--- config.mk ---
export PLATFORM = sky130hd
export DESIGN_NAME = id_decode_stage
export DESIGN_NICKNAME = d
export VERILOG_FILES = /design/src/rtl/id_decode_stage.sv
export SDC_FILE = /design/constraint.sdc
export NUM_CORES = 1
export LEC_CHECK = 0
export BUFFER_PORTS_ARGS = -buffer_cell sky130_fd_sc_hd__buf_2
export CAP_MARGIN = 40
export CORE_ASPECT_RATIO = 0.9
export CORE_UTILIZATION = 54
export CTS_CLUSTER_DIAMETER = 80
export DETAILED_ROUTE_END_ITERATION = 8
export GPL_TIMING_DRIVEN = 0
export PLACE_DENSITY_LB_ADDON = 0.1
export SLEW_MARGIN = 20
export SYNTH_ARGS = -nofsm -noshare
export SYNTH_HDL_FRONTEND = slang
export SYNTH_SLANG_ARGS = --single-unit
--- constraint.sdc ---
create_clock -name clk_i -period 11.9 [get_ports clk_i]
set_input_delay 2.38 -clock clk_i [delete_from_list [all_inputs] [get_ports clk_i]]
set_output_delay 2.38 -clock clk_i [all_outputs]
set_load 0.005 [all_outputs]
--- src/rtl/id_decode_stage.sv ---
// RV32I (+ optional RV32B logic/min/max subset) decode stage with a single registered output bundle.
// Full-throughput valid/ready handshake; flush discards both the held bundle and the incoming instruction.
module id_decode_stage #(
    parameter bit          RV32B       = 1'b0,
    parameter logic [31:0] BOOT_OFFSET = 32'h8000
) (
    input  logic        clk_i,
    input  logic        rst_i,
    input  logic        flush_i,
    input  logic        in_valid_i,
    output logic        in_ready_o,
    input  logic [31:0] in_instr_i,
    input  logic [31:0] in_pc_i,
    output logic        out_valid_o,
    input  logic        out_ready_i,
    output logic [31:0] out_pc_o,
    output logic [4:0]  out_alu_op_o,
    output logic [1:0]  out_pc_op_o,
    output logic [1:0]  out_op_a_sel_o,
    output logic        out_op_b_sel_o,
    output logic [2:0]  out_imm_b_sel_o,
    output logic [31:0] out_imm_o,
    output logic [31:0] out_pc_imm_o,
    output logic [4:0]  out_rs1_o,
    output logic [4:0]  out_rs2_o,
    output logic [4:0]  out_rd_o,
    output logic        out_rf_we_o,
    output logic        out_load_o,
    output logic        out_store_o,
    output logic [2:0]  out_mem_size_o,
    output logic        out_illegal_o
);

    localparam logic [4:0] ALU_ADD = 5'd0,  ALU_SUB  = 5'd1,  ALU_XOR  = 5'd2,  ALU_OR   = 5'd3;
    localparam logic [4:0] ALU_AND = 5'd4,  ALU_SRA  = 5'd5,  ALU_SRL  = 5'd6,  ALU_SLL  = 5'd7;
    localparam logic [4:0] ALU_LT  = 5'd8,  ALU_LTU  = 5'd9,  ALU_GE   = 5'd10, ALU_GEU  = 5'd11;
    localparam logic [4:0] ALU_EQ  = 5'd12, ALU_NE   = 5'd13, ALU_XNOR = 5'd14, ALU_ORN  = 5'd15;
    localparam logic [4:0] ALU_ANDN = 5'd16, ALU_MIN = 5'd17, ALU_MINU = 5'd18, ALU_MAX  = 5'd19;
    localparam logic [4:0] ALU_MAXU = 5'd20;

    localparam logic [1:0] PC_JAL = 2'd0, PC_JALR = 2'd1, PC_BRANCH = 2'd2, PC_NONE = 2'd3;
    localparam logic [1:0] OPA_REG = 2'd0, OPA_CURRPC = 2'd2;
    localparam logic       OPB_REG = 1'b0, OPB_IMM = 1'b1;
    localparam logic [2:0] IMM_I = 3'd0, IMM_S = 3'd1, IMM_B = 3'd2, IMM_U = 3'd3;
    localparam logic [2:0] IMM_J = 3'd4, IMM_O = 3'd5, IMM_N = 3'd6;

    localparam logic [6:0] OPC_LOAD   = 7'b0000011, OPC_MISC_MEM = 7'b0001111;
    localparam logic [6:0] OPC_OP_IMM = 7'b0010011, OPC_AUIPC    = 7'b0010111;
    localparam logic [6:0] OPC_STORE  = 7'b0100011, OPC_OP       = 7'b0110011;
    localparam logic [6:0] OPC_LUI    = 7'b0110111, OPC_BRANCH   = 7'b1100011;
    localparam logic [6:0] OPC_JALR   = 7'b1100111, OPC_JAL      = 7'b1101111;
    localparam logic [6:0] OPC_SYSTEM = 7'b1110011;

    typedef struct packed {
        logic [31:0] pc;
        logic [4:0]  alu_op;
        logic [1:0]  pc_op;
        logic [1:0]  op_a_sel;
        logic        op_b_sel;
        logic [2:0]  imm_b_sel;
        logic [31:0] imm;
        logic [31:0] pc_imm;
        logic [4:0]  rs1;
        logic [4:0]  rs2;
        logic [4:0]  rd;
        logic        rf_we;
        logic        load;
        logic        store;
        logic [2:0]  mem_size;
        logic        illegal;
    } bundle_t;

    localparam bundle_t BUNDLE_RST = '{pc_op: PC_NONE, default: '0};

    bundle_t     bundle_q, bundle_d, dec;
    logic        valid_q, valid_d;
    logic        load_en;

    logic [6:0]  opcode;
    logic [2:0]  funct3;
    logic [6:0]  funct7;
    logic [31:0] imm_i, imm_s, imm_b, imm_u, imm_j;

    assign opcode = in_instr_i[6:0];
    assign funct3 = in_instr_i[14:12];
    assign funct7 = in_instr_i[31:25];
    assign imm_i  = {{20{in_instr_i[31]}}, in_instr_i[31:20]};
    assign imm_s  = {{20{in_instr_i[31]}}, in_instr_i[31:25], in_instr_i[11:7]};
    assign imm_b  = {{19{in_instr_i[31]}}, in_instr_i[31], in_instr_i[7], in_instr_i[30:25],
                     in_instr_i[11:8], 1'b0};
    assign imm_u  = {in_instr_i[31:12], 12'b0};
    assign imm_j  = {{11{in_instr_i[31]}}, in_instr_i[31], in_instr_i[19:12], in_instr_i[20],
                     in_instr_i[30:21], 1'b0};

    always_comb begin
        dec           = BUNDLE_RST;
        dec.pc        = in_pc_i;
        dec.alu_op    = ALU_ADD;
        dec.op_a_sel  = OPA_REG;
        dec.op_b_sel  = OPB_REG;
        dec.imm_b_sel = IMM_I;
        dec.rs1       = in_instr_i[19:15];
        dec.rs2       = in_instr_i[24:20];
        dec.rd        = in_instr_i[11:7];
        dec.mem_size  = funct3;

        if (in_instr_i[1:0] != 2'b11) begin
            dec.illegal = 1'b1;
        end else begin
            case (opcode)
                OPC_OP: begin
                    dec.rf_we = 1'b1;
                    case (funct7)
                        7'h00: begin
                            case (funct3)
                                3'd0: dec.alu_op = ALU_ADD;
                                3'd1: dec.alu_op = ALU_SLL;
                                3'd2: dec.alu_op = ALU_LT;
                                3'd3: dec.alu_op = ALU_LTU;
                                3'd4: dec.alu_op = ALU_XOR;
                                3'd5: dec.alu_op = ALU_SRL;
                                3'd6: dec.alu_op = ALU_OR;
                                default: dec.alu_op = ALU_AND;
                            endcase
                        end
                        7'h20: begin
                            case (funct3)
                                3'd0: dec.alu_op = ALU_SUB;
                                3'd5: dec.alu_op = ALU_SRA;
                                3'd4: begin dec.alu_op = ALU_XNOR; dec.illegal = !RV32B; end
                                3'd6: begin dec.alu_op = ALU_ORN;  dec.illegal = !RV32B; end
                                3'd7: begin dec.alu_op = ALU_ANDN; dec.illegal = !RV32B; end
                                default: dec.illegal = 1'b1;
                            endcase
                        end
                        // RV32B min/max share funct7 0x05 with the M-extension-free space.
                        7'h05: begin
                            dec.illegal = !RV32B;
                            case (funct3)
                                3'd4: dec.alu_op = ALU_MIN;
                                3'd5: dec.alu_op = ALU_MINU;
                                3'd6: dec.alu_op = ALU_MAX;
                                3'd7: dec.alu_op = ALU_MAXU;
                                default: dec.illegal = 1'b1;
                            endcase
                        end
                        default: dec.illegal = 1'b1;
                    endcase
                end
                OPC_OP_IMM: begin
                    dec.rf_we    = 1'b1;
                    dec.op_b_sel = OPB_IMM;
                    case (funct3)
                        3'd0: dec.alu_op = ALU_ADD;
                        3'd1: begin dec.alu_op = ALU_SLL; dec.illegal = (funct7 != 7'h00); end
                        3'd2: dec.alu_op = ALU_LT;
                        3'd3: dec.alu_op = ALU_LTU;
                        3'd4: dec.alu_op = ALU_XOR;
                        3'd5: begin
                            if (funct7 == 7'h00)      dec.alu_op = ALU_SRL;
                            else if (funct7 == 7'h20) dec.alu_op = ALU_SRA;
                            else                      dec.illegal = 1'b1;
                        end
                        3'd6: dec.alu_op = ALU_OR;
                        default: dec.alu_op = ALU_AND;
                    endcase
                end
                OPC_LUI: begin
                    dec.rf_we     = 1'b1;
                    dec.rs1       = '0;
                    dec.op_b_sel  = OPB_IMM;
                    dec.imm_b_sel = IMM_U;
                end
                OPC_AUIPC: begin
                    dec.rf_we     = 1'b1;
                    dec.op_a_sel  = OPA_CURRPC;
                    dec.op_b_sel  = OPB_IMM;
                    dec.imm_b_sel = IMM_U;
                end
                OPC_JAL: begin
                    dec.rf_we     = 1'b1;
                    dec.op_a_sel  = OPA_CURRPC;
                    dec.op_b_sel  = OPB_IMM;
                    dec.imm_b_sel = IMM_N;
                    dec.pc_op     = PC_JAL;
                    dec.pc_imm    = imm_j;
                end
                OPC_JALR: begin
                    dec.rf_we     = 1'b1;
                    dec.op_a_sel  = OPA_CURRPC;
                    dec.op_b_sel  = OPB_IMM;
                    dec.imm_b_sel = IMM_N;
                    dec.pc_op     = PC_JALR;
                    dec.pc_imm    = imm_i;
                    dec.illegal   = (funct3 != 3'd0);
                end
                OPC_BRANCH: begin
                    dec.pc_op  = PC_BRANCH;
                    dec.pc_imm = imm_b;
                    case (funct3)
                        3'd0: dec.alu_op = ALU_EQ;
                        3'd1: dec.alu_op = ALU_NE;
                        3'd4: dec.alu_op = ALU_LT;
                        3'd5: dec.alu_op = ALU_GE;
                        3'd6: dec.alu_op = ALU_LTU;
                        3'd7: dec.alu_op = ALU_GEU;
                        default: dec.illegal = 1'b1;
                    endcase
                end
                OPC_LOAD: begin
                    dec.rf_we    = 1'b1;
                    dec.load     = 1'b1;
                    dec.op_b_sel = OPB_IMM;
                    dec.illegal  = (funct3 == 3'd3) || (funct3 == 3'd6) || (funct3 == 3'd7);
                end
                OPC_STORE: begin
                    dec.store     = 1'b1;
                    dec.op_b_sel  = OPB_IMM;
                    dec.imm_b_sel = IMM_S;
                    dec.illegal   = (funct3 > 3'd2);
                end
                OPC_MISC_MEM: ;
                OPC_SYSTEM: dec.illegal = (funct3 != 3'd0);
                default: dec.illegal = 1'b1;
            endcase
        end

        if (dec.illegal) begin
            dec.rf_we = 1'b0;
            dec.load  = 1'b0;
            dec.store = 1'b0;
            dec.pc_op = PC_NONE;
        end
        if (dec.rd == 5'd0) begin
            dec.rf_we = 1'b0;
        end

        case (dec.imm_b_sel)
            IMM_I:   dec.imm = imm_i;
            IMM_S:   dec.imm = imm_s;
            IMM_B:   dec.imm = imm_b;
            IMM_U:   dec.imm = imm_u;
            IMM_J:   dec.imm = imm_j;
            IMM_O:   dec.imm = BOOT_OFFSET;
            IMM_N:   dec.imm = 32'd4;
            default: dec.imm = '0;
        endcase
    end

    assign in_ready_o = !valid_q || out_ready_i;
    assign load_en    = in_valid_i && in_ready_o && !flush_i;

    always_comb begin
        valid_d  = valid_q;
        bundle_d = bundle_q;
        if (flush_i) begin
            valid_d = 1'b0;
        end else if (load_en) begin
            valid_d  = 1'b1;
            bundle_d = dec;
        end else if (valid_q && out_ready_i) begin
            valid_d = 1'b0;
        end
    end

    always_ff @(posedge clk_i or posedge rst_i) begin
        if (rst_i) begin
            valid_q  <= 1'b0;
            bundle_q <= BUNDLE_RST;
        end else begin
            valid_q  <= valid_d;
            bundle_q <= bundle_d;
        end
    end

    assign out_valid_o     = valid_q;
    assign out_pc_o        = bundle_q.pc;
    assign out_alu_op_o    = bundle_q.alu_op;
    assign out_pc_op_o     = bundle_q.pc_op;
    assign out_op_a_sel_o  = bundle_q.op_a_sel;
    assign out_op_b_sel_o  = bundle_q.op_b_sel;
    assign out_imm_b_sel_o = bundle_q.imm_b_sel;
    assign out_imm_o       = bundle_q.imm;
    assign out_pc_imm_o    = bundle_q.pc_imm;
    assign out_rs1_o       = bundle_q.rs1;
    assign out_rs2_o       = bundle_q.rs2;
    assign out_rd_o        = bundle_q.rd;
    assign out_rf_we_o     = bundle_q.rf_we;
    assign out_load_o      = bundle_q.load;
    assign out_store_o     = bundle_q.store;
    assign out_mem_size_o  = bundle_q.mem_size;
    assign out_illegal_o   = bundle_q.illegal;

endmodule

==> key figures <==
STA
  • Final hold violations: 0
  • RSZ-0062 raised after global routing: no
  • Endpoints failing setup: 0
  • Period Utilization, post-route: 45.42%
  • Final TNS setup: 0 ns
  • Clock skew: 0.009026 ns
  • Worst slew pin tran: 0.6683 ns
  • Setup ws final: 6.495 ns
  • Worst slew margin: 54.86%
  • Fmax: 185.0 MHz
  • Min Tclk post-route: 5.405 ns
  • Max-slew violations: 0

Clock tree
  • Root buffer cell: clkbuf_16
  • CTS Buf Count: 17
  • CTS tree: yes
  • Clk sinks: 120
  • H-tree depth: 4
  • Worst skew pair latency: 0.41 ns
  • Hold Buf Count CTS: 0
  • CTS resizes: 0
  • Clock-pin slew on the worst setup and hold paths: 0.06 ns
  • Setup Fix Bufs, Post-CTS: 0
  • Clk buf depth: 2

Die
  • Die extent in x: 108.8 um
  • IO Count: 202
  • Chip height: 98.08 um
  • Core area: 0.009827 sq mm
  • Die area: 0.01067 sq mm
  • Initial Utilization: 56.37%
  • Site Rows: 34

Synth
  • Top cell type's share of synthesized area: 53.31%
  • Post-synthesis sequential area ratio: 54.26%
  • Mapped Area: 0.005539 sq mm
  • Area leader, netlist: dfrtp_1
  • Number of synthesized flops with an enable pin: 0
  • YS warnings: 0
  • Mean Syn Cell Area: 9.066 sq um
  • Most used DFF post-synth: dfrtp_1
  • FF+latch count, synth: 120
  • Synth cell types: 63
  • Top cells by area, synth: dfrtp_1, nand2_1, nand3_1
  • Post-synth ARST share: 100.0%
  • Post-synth net total: 680
  • Post-Synthesis Cells: 611

Layout
  • Commonest non-fill, non-tap cell in the layout: buf_2
  • Final Cell Area: 0.007342 sq mm
  • Area growth, synth to finish: 32.55%
  • Ratio of cells with drive above 1 in the final layout: 33.13%
  • Most frequent cells in the layout: buf_2, nand2_1, dfrtp_1
  • # nets final: 896
  • Antenna diode count: 0

GRT
  • First-pass GRT wire length: 26100 um
  • Vias in the first global route: 5102
  • Total GRT Usage: 32.14%
  • Initial antenna violation count: 0
  • Grt total ovfl: 0
  • Pin count of the biggest net entering global routing: 78

Route
  • Met1 WL: 7259 um
  • DR iter-0 viols: 319
  • DR WL met3: 1208 um
  • DR top layer: met4
  • Wire per inst: 17.30 um
  • Via Count: 5372
  • DR DRC count: 0
  • Antenna Nets Post-Route: 0
  • Met2 wire length: 7943 um
  • Vias per inst: 5.567
  • Drt first pass iters: 5
  • DRT Wirelength: 16700 um

Pwr
  • LEAKAGE: 3.878 nW
  • Pwr per Cell Area: 161.6 mW/mm^2
  • Max IR drop VDD: 0.0001401 V

Placed design
  • HPWL after DPL: 12050 um
  • Pre-CTS setup slack: 6.492 ns
  • Gpl congestion: 0.9094
  • Port bufs: 196
  • Placement Cell Area: 0.006710 sq mm

Status
  • Outcome: completed

Worst setup path
  • CP max-delay cell: nor2b_1
  • Arrival time worst endpoint: 3.03 ns
  • Crit path cell chain: buf_2 -> nor2b_1 -> inv_1 -> buf_2
  • Critical-path maximum fanout: 4
  • CP Data Required Time: 9.52 ns
  • Crit-path max cell delay: 0.31 ns
  • Startpoint Class: input port
  • Critical path class: in2out
  • Cell family with most CP delay: buffers and inverters
  • Crit end category: output pin
  • CP bufs+invs: 3
  • Most used cell, CP: buf_2

Hold path
  • Worst min path class: reg2reg

Flow run
  • Max Cap Viol: 0
## area by class of cell
class	count	area, sq um
flip-flops and latches	120	3005
fillers	721	2485
multi-input cells	434	2231
repair buffers	197	1008
clock buffers	18	439.2
plain buffers	53	287.8
clock inverters	13	192.7
well taps	126	157.7
inverters	4	20.02
## worst paths after layout
path / startpoint / endpoint / slack (ns) / cells after the start
min in group asynchronous: rst_i / out_pc_o[13] / 1.98 / 2
worst max-delay path: out_ready_i / in_ready_o / 6.49 / 4
worst min register to register: out_pc_o[8] / out_pc_o[8] / 0.47 / 2
worst max register to register: out_valid_o / out_pc_imm_o[2] / 9.83 / 6
max in group asynchronous: rst_i / out_pc_op_o[0] / 9.18 / 3
worst min-delay path: out_pc_o[8] / out_pc_o[8] / 0.47 / 2
## synthesized netlist by cell type (2+ instances only)
cell type / number
buf_2: 21
nand2_1: 204
a22o_1: 14
clkbuf_2: 2
clkbuf_1: 15
and3_1: 5
o211ai_1: 10
buf_4: 14
and2_1: 8
nor2_1: 23
and3b_1: 2
a41oi_1: 2
or2_1: 2
dfrtp_1: 118
a22oi_1: 2
nand3_1: 36
o21ai_1: 2
nor3_1: 8
o21bai_1: 2
a21oi_1: 18
nor3b_1: 2
xor2_1: 2
a221o_1: 4
nand3b_1: 3
a211oi_1: 2
and4_1: 2
mux2i_1: 2
nor2b_1: 9
o22a_1: 3
a31oi_1: 10
inv_1: 4
o21ai_0: 28
dfstp_2: 2
## through the flow
step	instances	utilization, %	hold WS (ns)	power [mW]
final	965	74.71	0.4708	1.187
after global routing	965	74.71	0.5009	1.233
after CTS	965	74.71	0.4733	1.188
after detailed placement	934	68.28	0.4567	0.6424
after global placement	933	67.95	0.4533	0.6326
after floorplan	611	-	0.4697	0.5559
## sequential cells by signal, indices dropped and copies added (netlist names), 2 cells and up
signal,flops
out_rs2_o,5
out_pc_imm_o,21
out_mem_size_o,3
out_imm_b_sel_o,3
out_pc_o,32
out_alu_op_o,5
out_rd_o,5
out_pc_op_o,2
out_rs1_o,5
out_imm_o,32
## cells by family (layout without fill, tap and decap cells)
| kind of cell | Yosys count | in the layout | synth area share, % |
|---|---|---|---|
| other | 1 | 1 | 0.06770 |
| multiplexers | 3 | 3 | 0.5647 |
| AND/OR/NAND/NOR | 316 | 316 | 25.53 |
| buffers and inverters | 57 | 285 | 5.466 |
| XOR/XNOR | 2 | 2 | 0.3163 |
| flip-flops | 120 | 120 | 54.26 |
| AO/OA/AOI/OAI | 112 | 112 | 13.80 |
## worst min-delay path: cells and delay by family (launching register included)
| kind | cells | cell delay (ns) |
|---|---|---|
| AND/OR/NAND/NOR | 2 | 0.10 |
| flip-flops | 1 | 0.34 |
## power breakdown
group | switching (mW) | leakage, nW | total [mW] | internal, mW
clock | 0.192 | 0.303 | 0.549 | 0.357
sequential | 0.0242 | 1.52 | 0.476 | 0.451
combinational | 0.0934 | 2.05 | 0.162 | 0.0685
total | 0.310 | 3.88 | 1.19 | 0.877
## metal layers
metal	track usage (%)	vias up
li1	-	2512
met1	45.49	2580
met2	50.00	252
met3	6.075	28
met4	10.40	0
met5	0	-
(Power assumes the default switching activity.)
